===== src/rtl/rf_pkg.sv =====
// rtl/rf_pkg.sv - shared constants and types for the integer register file with scoreboard
package rf_pkg;
  localparam int XLEN_DEF  = 32;
  localparam int NREGS_DEF = 32;
  localparam int AW_DEF    = $clog2(NREGS_DEF);

  typedef logic [AW_DEF-1:0]   reg_idx_t;
  typedef logic [XLEN_DEF-1:0] xlen_t;
endpackage


===== src/rtl/regfile_scoreboard.sv =====
// rtl/regfile_scoreboard.sv - per-register pending-write busy vector, WAW issue stall and pending count
module regfile_scoreboard
  import rf_pkg::*;
#(
  parameter int NREGS = NREGS_DEF,
  localparam int AW = $clog2(NREGS)
) (
  input  logic          Clk,
  input  logic          Rst,
  input  logic          IssueEn,
  input  logic [AW-1:0] IssueSel,
  input  logic          Wen,
  input  logic [AW-1:0] RDSel,
  input  logic [AW-1:0] RS1Sel,
  input  logic [AW-1:0] RS2Sel,
  output logic          RS1Busy,
  output logic          RS2Busy,
  output logic          IssueStall,
  output logic [AW:0]   PendCnt
);

  localparam logic [AW:0] CNT_ONE = {{AW{1'b0}}, 1'b1};

  logic [NREGS-1:0] busy_q, busy_d;
  logic [AW:0]      pend_q, pend_d;
  logic             wr_hit, iss_nz, retire_same, iss_ok, dec;

  assign wr_hit      = Wen && (RDSel != '0);
  assign iss_nz      = IssueEn && (IssueSel != '0);
  // A writeback to the same register retires the old owner, so a new issue may proceed.
  assign retire_same = wr_hit && (RDSel == IssueSel);
  assign IssueStall  = iss_nz && busy_q[IssueSel] && !retire_same;
  assign iss_ok      = iss_nz && !IssueStall;
  assign dec         = wr_hit && busy_q[RDSel];

  assign RS1Busy = busy_q[RS1Sel];
  assign RS2Busy = busy_q[RS2Sel];
  assign PendCnt = pend_q;

  // Issue is applied after the clear so the new owner wins on a same-register collision.
  always_comb begin
    busy_d = busy_q;
    if (wr_hit) busy_d[RDSel] = 1'b0;
    if (iss_ok) busy_d[IssueSel] = 1'b1;
    busy_d[0] = 1'b0;
  end

  always_comb begin
    pend_d = pend_q;
    case ({iss_ok, dec})
      2'b10:   pend_d = pend_q + CNT_ONE;
      2'b01:   pend_d = pend_q - CNT_ONE;
      default: pend_d = pend_q;
    endcase
  end

  always_ff @(posedge Clk or negedge Rst) begin
    if (!Rst) begin
      busy_q <= '0;
      pend_q <= '0;
    end else begin
      busy_q <= busy_d;
      pend_q <= pend_d;
    end
  end

endmodule


===== src/rtl/regfile_sb.sv =====
// rtl/regfile_sb.sv - integer register file with pending-write scoreboard; RF_BYPASS_EN enables write-to-read bypass
module regfile_sb
  import rf_pkg::*;
#(
  parameter int XLEN  = XLEN_DEF,
  parameter int NREGS = NREGS_DEF,
  localparam int AW = $clog2(NREGS)
) (
  input  logic            Clk,
  input  logic            Rst,
  input  logic [AW-1:0]   RS1Sel,
  input  logic [AW-1:0]   RS2Sel,
  output logic [XLEN-1:0] RS1Dat,
  output logic [XLEN-1:0] RS2Dat,
  output logic            RS1Busy,
  output logic            RS2Busy,
  input  logic            IssueEn,
  input  logic [AW-1:0]   IssueSel,
  output logic            IssueStall,
  input  logic            Wen,
  input  logic [AW-1:0]   RDSel,
  input  logic [XLEN-1:0] RDDat,
  output logic [AW:0]     PendCnt
);

  logic [XLEN-1:0] regs_q [NREGS];
  logic            wr_en;
  logic [XLEN-1:0] rs1_raw, rs2_raw;
  logic            sb_rs1_busy, sb_rs2_busy;
  logic            rs1_hit, rs2_hit;

  assign wr_en = Wen && (RDSel != '0);

  always_ff @(posedge Clk or negedge Rst) begin
    if (!Rst) begin
      for (int i = 0; i < NREGS; i++) regs_q[i] <= '0;
    end else if (wr_en) begin
      regs_q[RDSel] <= RDDat;
    end
  end

  regfile_scoreboard #(
    .NREGS(NREGS)
  ) u_scoreboard (
    .Clk       (Clk),
    .Rst       (Rst),
    .IssueEn   (IssueEn),
    .IssueSel  (IssueSel),
    .Wen       (Wen),
    .RDSel     (RDSel),
    .RS1Sel    (RS1Sel),
    .RS2Sel    (RS2Sel),
    .RS1Busy   (sb_rs1_busy),
    .RS2Busy   (sb_rs2_busy),
    .IssueStall(IssueStall),
    .PendCnt   (PendCnt)
  );

  assign rs1_raw = (RS1Sel == '0) ? '0 : regs_q[RS1Sel];
  assign rs2_raw = (RS2Sel == '0) ? '0 : regs_q[RS2Sel];

`ifdef RF_BYPASS_EN
  assign rs1_hit = wr_en && (RS1Sel == RDSel);
  assign rs2_hit = wr_en && (RS2Sel == RDSel);
`else
  assign rs1_hit = 1'b0;
  assign rs2_hit = 1'b0;
`endif

  // A bypassed read sees the value being retired, so it is no longer pending.
  assign RS1Dat  = rs1_hit ? RDDat : rs1_raw;
  assign RS2Dat  = rs2_hit ? RDDat : rs2_raw;
  assign RS1Busy = rs1_hit ? 1'b0 : sb_rs1_busy;
  assign RS2Busy = rs2_hit ? 1'b0 : sb_rs2_busy;

endmodule


===== config.mk =====
export PLATFORM = sky130hd
export DESIGN_NAME = regfile_sb
export DESIGN_NICKNAME = d
export VERILOG_FILES = /design/src/rtl/rf_pkg.sv /design/src/rtl/regfile_scoreboard.sv /design/src/rtl/regfile_sb.sv
export SDC_FILE = /design/constraint.sdc
export NUM_CORES = 2
export LEC_CHECK = 0
export CAP_MARGIN = 40
export CORE_MARGIN = 2
export CORE_UTILIZATION = 43
export CTS_CLUSTER_DIAMETER = 40
export CTS_CLUSTER_SIZE = 8
export DETAILED_ROUTE_END_ITERATION = 16
export SLEW_MARGIN = 20
export SYNTH_ARGS = -nofsm -noshare
export SYNTH_HDL_FRONTEND = slang
export SYNTH_SLANG_ARGS = --single-unit

===== constraint.sdc =====
create_clock -name Clk -period 3.23 [get_ports Clk]
set_clock_uncertainty 0.1 [all_clocks]
set_input_delay 0.4845 -clock Clk [delete_from_list [all_inputs] [get_ports Clk]]
set_output_delay 0.4845 -clock Clk [all_outputs]
set_load 0.01 [all_outputs]

==> results.tsv <==
stage	metric	value	unit
die	Std-Cell Rows	134	
logic_synthesis	Yosys top cell area share	46.3	%
pwr	Static Leak	31.3	nW
critical_path	CP max stage cell	mux4_2	
timing	final setup fails	6	
critical_path	Arr. time, crit path	2.82	ns
global_route	GRT overflow	0	
pwr	Power Density	648	nW/um^2
global_route	GRT Overall Usage	27.7	%
global_route	vias in the first global route	39400	
critical_path	R2R depth	12	
die	Initial Utilization	43.1	%
critical_path	Worst Path Required	2.65	ns
place	Post-DP HPWL	119000	um
critical_path	Buf/Inv on CP	3	
pwr	Pwr Total	46.2	mW
clock_network	CTS Buffer Depth	3	
critical_path	R2R Path Start	u_scoreboard.busy_q[31]	
timing	final worst slack	-0.171	ns
clock_network	root buffer cell	clkbuf_16	
logic_synthesis	Synth Area in Simple Gates	1.88	%
cells_and_area	nets@finish	4194	
logic_synthesis	XOR/XNOR Fraction of Synth Area	0.137	%
drt	Remaining DRCs	0	
run_status	result of the run	finished, violations left	
logic_synthesis	Seq/Total Area, Yosys	46.3	%
global_route	first-pass GRT wire length	275000	um
timing	Tmin final	3.40	ns
clock_network	CTS Sinks	1061	
global_route	pin count of the biggest net entering global routing	109	
critical_path	Crit path largest cell delay	0.46	ns
timing	unrepaired setup endpoints after global routing	yes	
timing	Hold Vio Cnt, Final	0	
critical_path	type of the worst setup path	reg -> out	
logic_synthesis	Adder-Cell Fraction of Synth Area	0.144	%
timing	Slew Limit Fails	0	
clock_network	total CTS buffers	181	
drt	final wirelength	187000	um
worst_hold_path	HP Class	in -> async	
drt	initial drt markers	3329	
critical_path	CP Capture Type	primary output	
logic_synthesis	FFs w/ async S/R, synth	100	%
logic_synthesis	Post-Syn Instances	3725	
logic_synthesis	cells taking the most area after synthesis	dfrtp_1, mux4_2, mux2_2, mux2i_1, clkbuf_1	
logic_synthesis	Synth cell types	72	
critical_path	CP cell instances	buf_6 -> mux4_2 -> a22o_1 -> and4b_1 -> nand2_2 -> buf_6 -> o211a_1 -> buf_2	
cells_and_area	Layout area overhead	24.4	%
run_status	failing checks	setup timing	
logic_synthesis	number of enable flip-flop cells after synthesis	0	
critical_path	Top delay family on crit path	multiplexers	
clock_network	Reg clk slew, reported paths	0.05	ns
logic_synthesis	Compound-Gate Fraction of Synth Area	3.57	%
clock_network	CTS H-tree depth	4	
clock_network	worst skew pair latency	0.81	ns
drt	post-detailed-route wirelength per cell	31.0	um
pwr	Peak VDD IR	0.608	mV
place	Placer Congestion	0.868	
critical_path	crit path launch	u_scoreboard.busy_q[31]	
die	Core Area	133000	sq um
cells_and_area	Layout Utilization	53.7	%
global_route	initial antenna violation count	4	
drt	Vias/cell	6.28	
logic_synthesis	count leader, synth	dfrtp_1	
die	io pins	129	
timing	fin crit share	105	%
timing	max_slew headroom	49.6	%
cells_and_area	share of layout cells above drive strength 1	60.5	%
critical_path	register-to-register setup slack	-0.15	ns
logic_synthesis	synthesis-stage register bit count	1061	
logic_synthesis	largest family of logic cells by synthesized area	multiplexers	
run	Max Cap Violations	0	
logic_synthesis	Ys Warns	0	
place	post-placement cell area	65100	sq um
logic_synthesis	Post-Syn Area	57400	sq um
critical_path	Startpoint Class	register	
cells_and_area	post-route cell area	71300	sq um
logic_synthesis	Synth area leader	dfrtp_1	
timing	worst slew pin tran	0.754	ns
drt	vias	37800	
clock_network	CTS tree	built	
critical_path	worst-path maximum fanout	2	
logic_synthesis	mux cell area share after synthesis	44.7	%
die	Die ar.	136000	sq um
logic_synthesis	Post-synth top flop	dfrtp_1	
die	Die X	369	um
logic_synthesis	mean area per synthesized cell	15.4	sq um
place	input/output buffers	128	
drt	Routed Antenna Nets	0	
critical_path	FF-to-FF End	u_scoreboard.PendCnt[5]	
die	Chip Height	369	um
timing	Max Freq	294	MHz
logic_synthesis	Synth Net Count	3787	
critical_path	most used cell, CP	buf_6	
logic_synthesis	Synth top cells by count	dfrtp_1, mux2_2, mux4_2	
drt	TritonRoute pass-1 iters	7	
kinds of logic after synthesis:
group,count (synthesis)
muxes,1716
DFF,1061
buffers and inverters,426
AOI/OAI and AO/OA,288
and+or+nand+nor,219
xor gates and xnor gates,9
adders and majority gates,6
sequential cells by signal, summed over array words and instances (netlist names):
| name | cells |
|---|---|
| regs_q | 1024 |
| u_scoreboard.PendCnt | 6 |
| u_scoreboard.busy_q | 31 |
per-layer routing:
layer	part of all wire (%)	global-route usage (%)	vias up
met3	5.7	4.53	389
li1	-	-	15400
met2	49	45.1	1334
met1	42	37.7	20600
met5	0.016	0	-
met4	3.5	10.0	4
cell type report:
type | instances | area [sq um]
fillers | 10800 | 61600
multi-input cells | 2238 | 29600
flip-flops and latches | 1061 | 26600
repair buffers | 645 | 7120
clock buffers | 239 | 5060
well taps | 1768 | 2210
clock inverters | 57 | 783
inverters | 5 | 27.5
diodes | 3 | 7.51
worst max path at each step:
stage	end	cells after the start	slack (ns)
global route	u_scoreboard.PendCnt[5]	12	-0.27
CTS	IssueStall	8	-0.23
finish	IssueStall	8	-0.17
global placement	u_scoreboard.PendCnt[5]	14	-0.77
floorplan	u_scoreboard.PendCnt[5]	11	-0.24
detailed placement	u_scoreboard.PendCnt[5]	13	-0.78
power by group:
part           switching, mW  internal, mW  leakage [nW]
registers               1.93          15.9          13.6
clock network           6.75          11.9          2.87
logic                   3.69          6.02          14.9
total                   12.4          33.8          31.3
cell usage in the layout (no fill, tap or decap), types with 18 or more instances in the layout:
master           count
a21o_1              29
a21oi_1             23
a22o_1              22
buf_12             150
buf_2               31
buf_4              326
buf_6               22
buf_8               30
clkbuf_1            29
clkbuf_16          184
clkbuf_8            27
clkdlybuf4s50_1     53
clkinv_2            25
dfrtp_1           1061
mux2_2            1037
mux2i_1             99
mux4_2             572
nand2_1             85
nand2_4             19
nor2_1              18
o21ai_0             51
o22a_1              19
o22ai_1             32
through the flow:
step                      worst slack, ns  hold WS (ns)  TNS (ns)  std cells
after global placement             -0.771         0.261    -42.15       5655
final                              -0.171         0.166    -0.658       6016
after CTS                          -0.227         0.155    -0.795       6006
after detailed placement           -0.783         0.263    -19.68       5686
after floorplan                    -0.238        0.0889    -0.428       3725
after global routing               -0.267         0.178     -1.30       6013
what timing repair did:
| item | 4_1_cts | 5_1_grt |
|---|---|---|
| buffers inserted | 27 | 7 |
| endpoints found under the hold margin | 275 | 0 |
| resized for setup | 268 | 41 |
| endpoints found under the setup margin | 69 | 38 |
| gates cloned | 0 | 1 |
| hold buffers | 1 | 0 |
| pin swaps | 56 | 30 |
(Power assumes the default switching activity.)
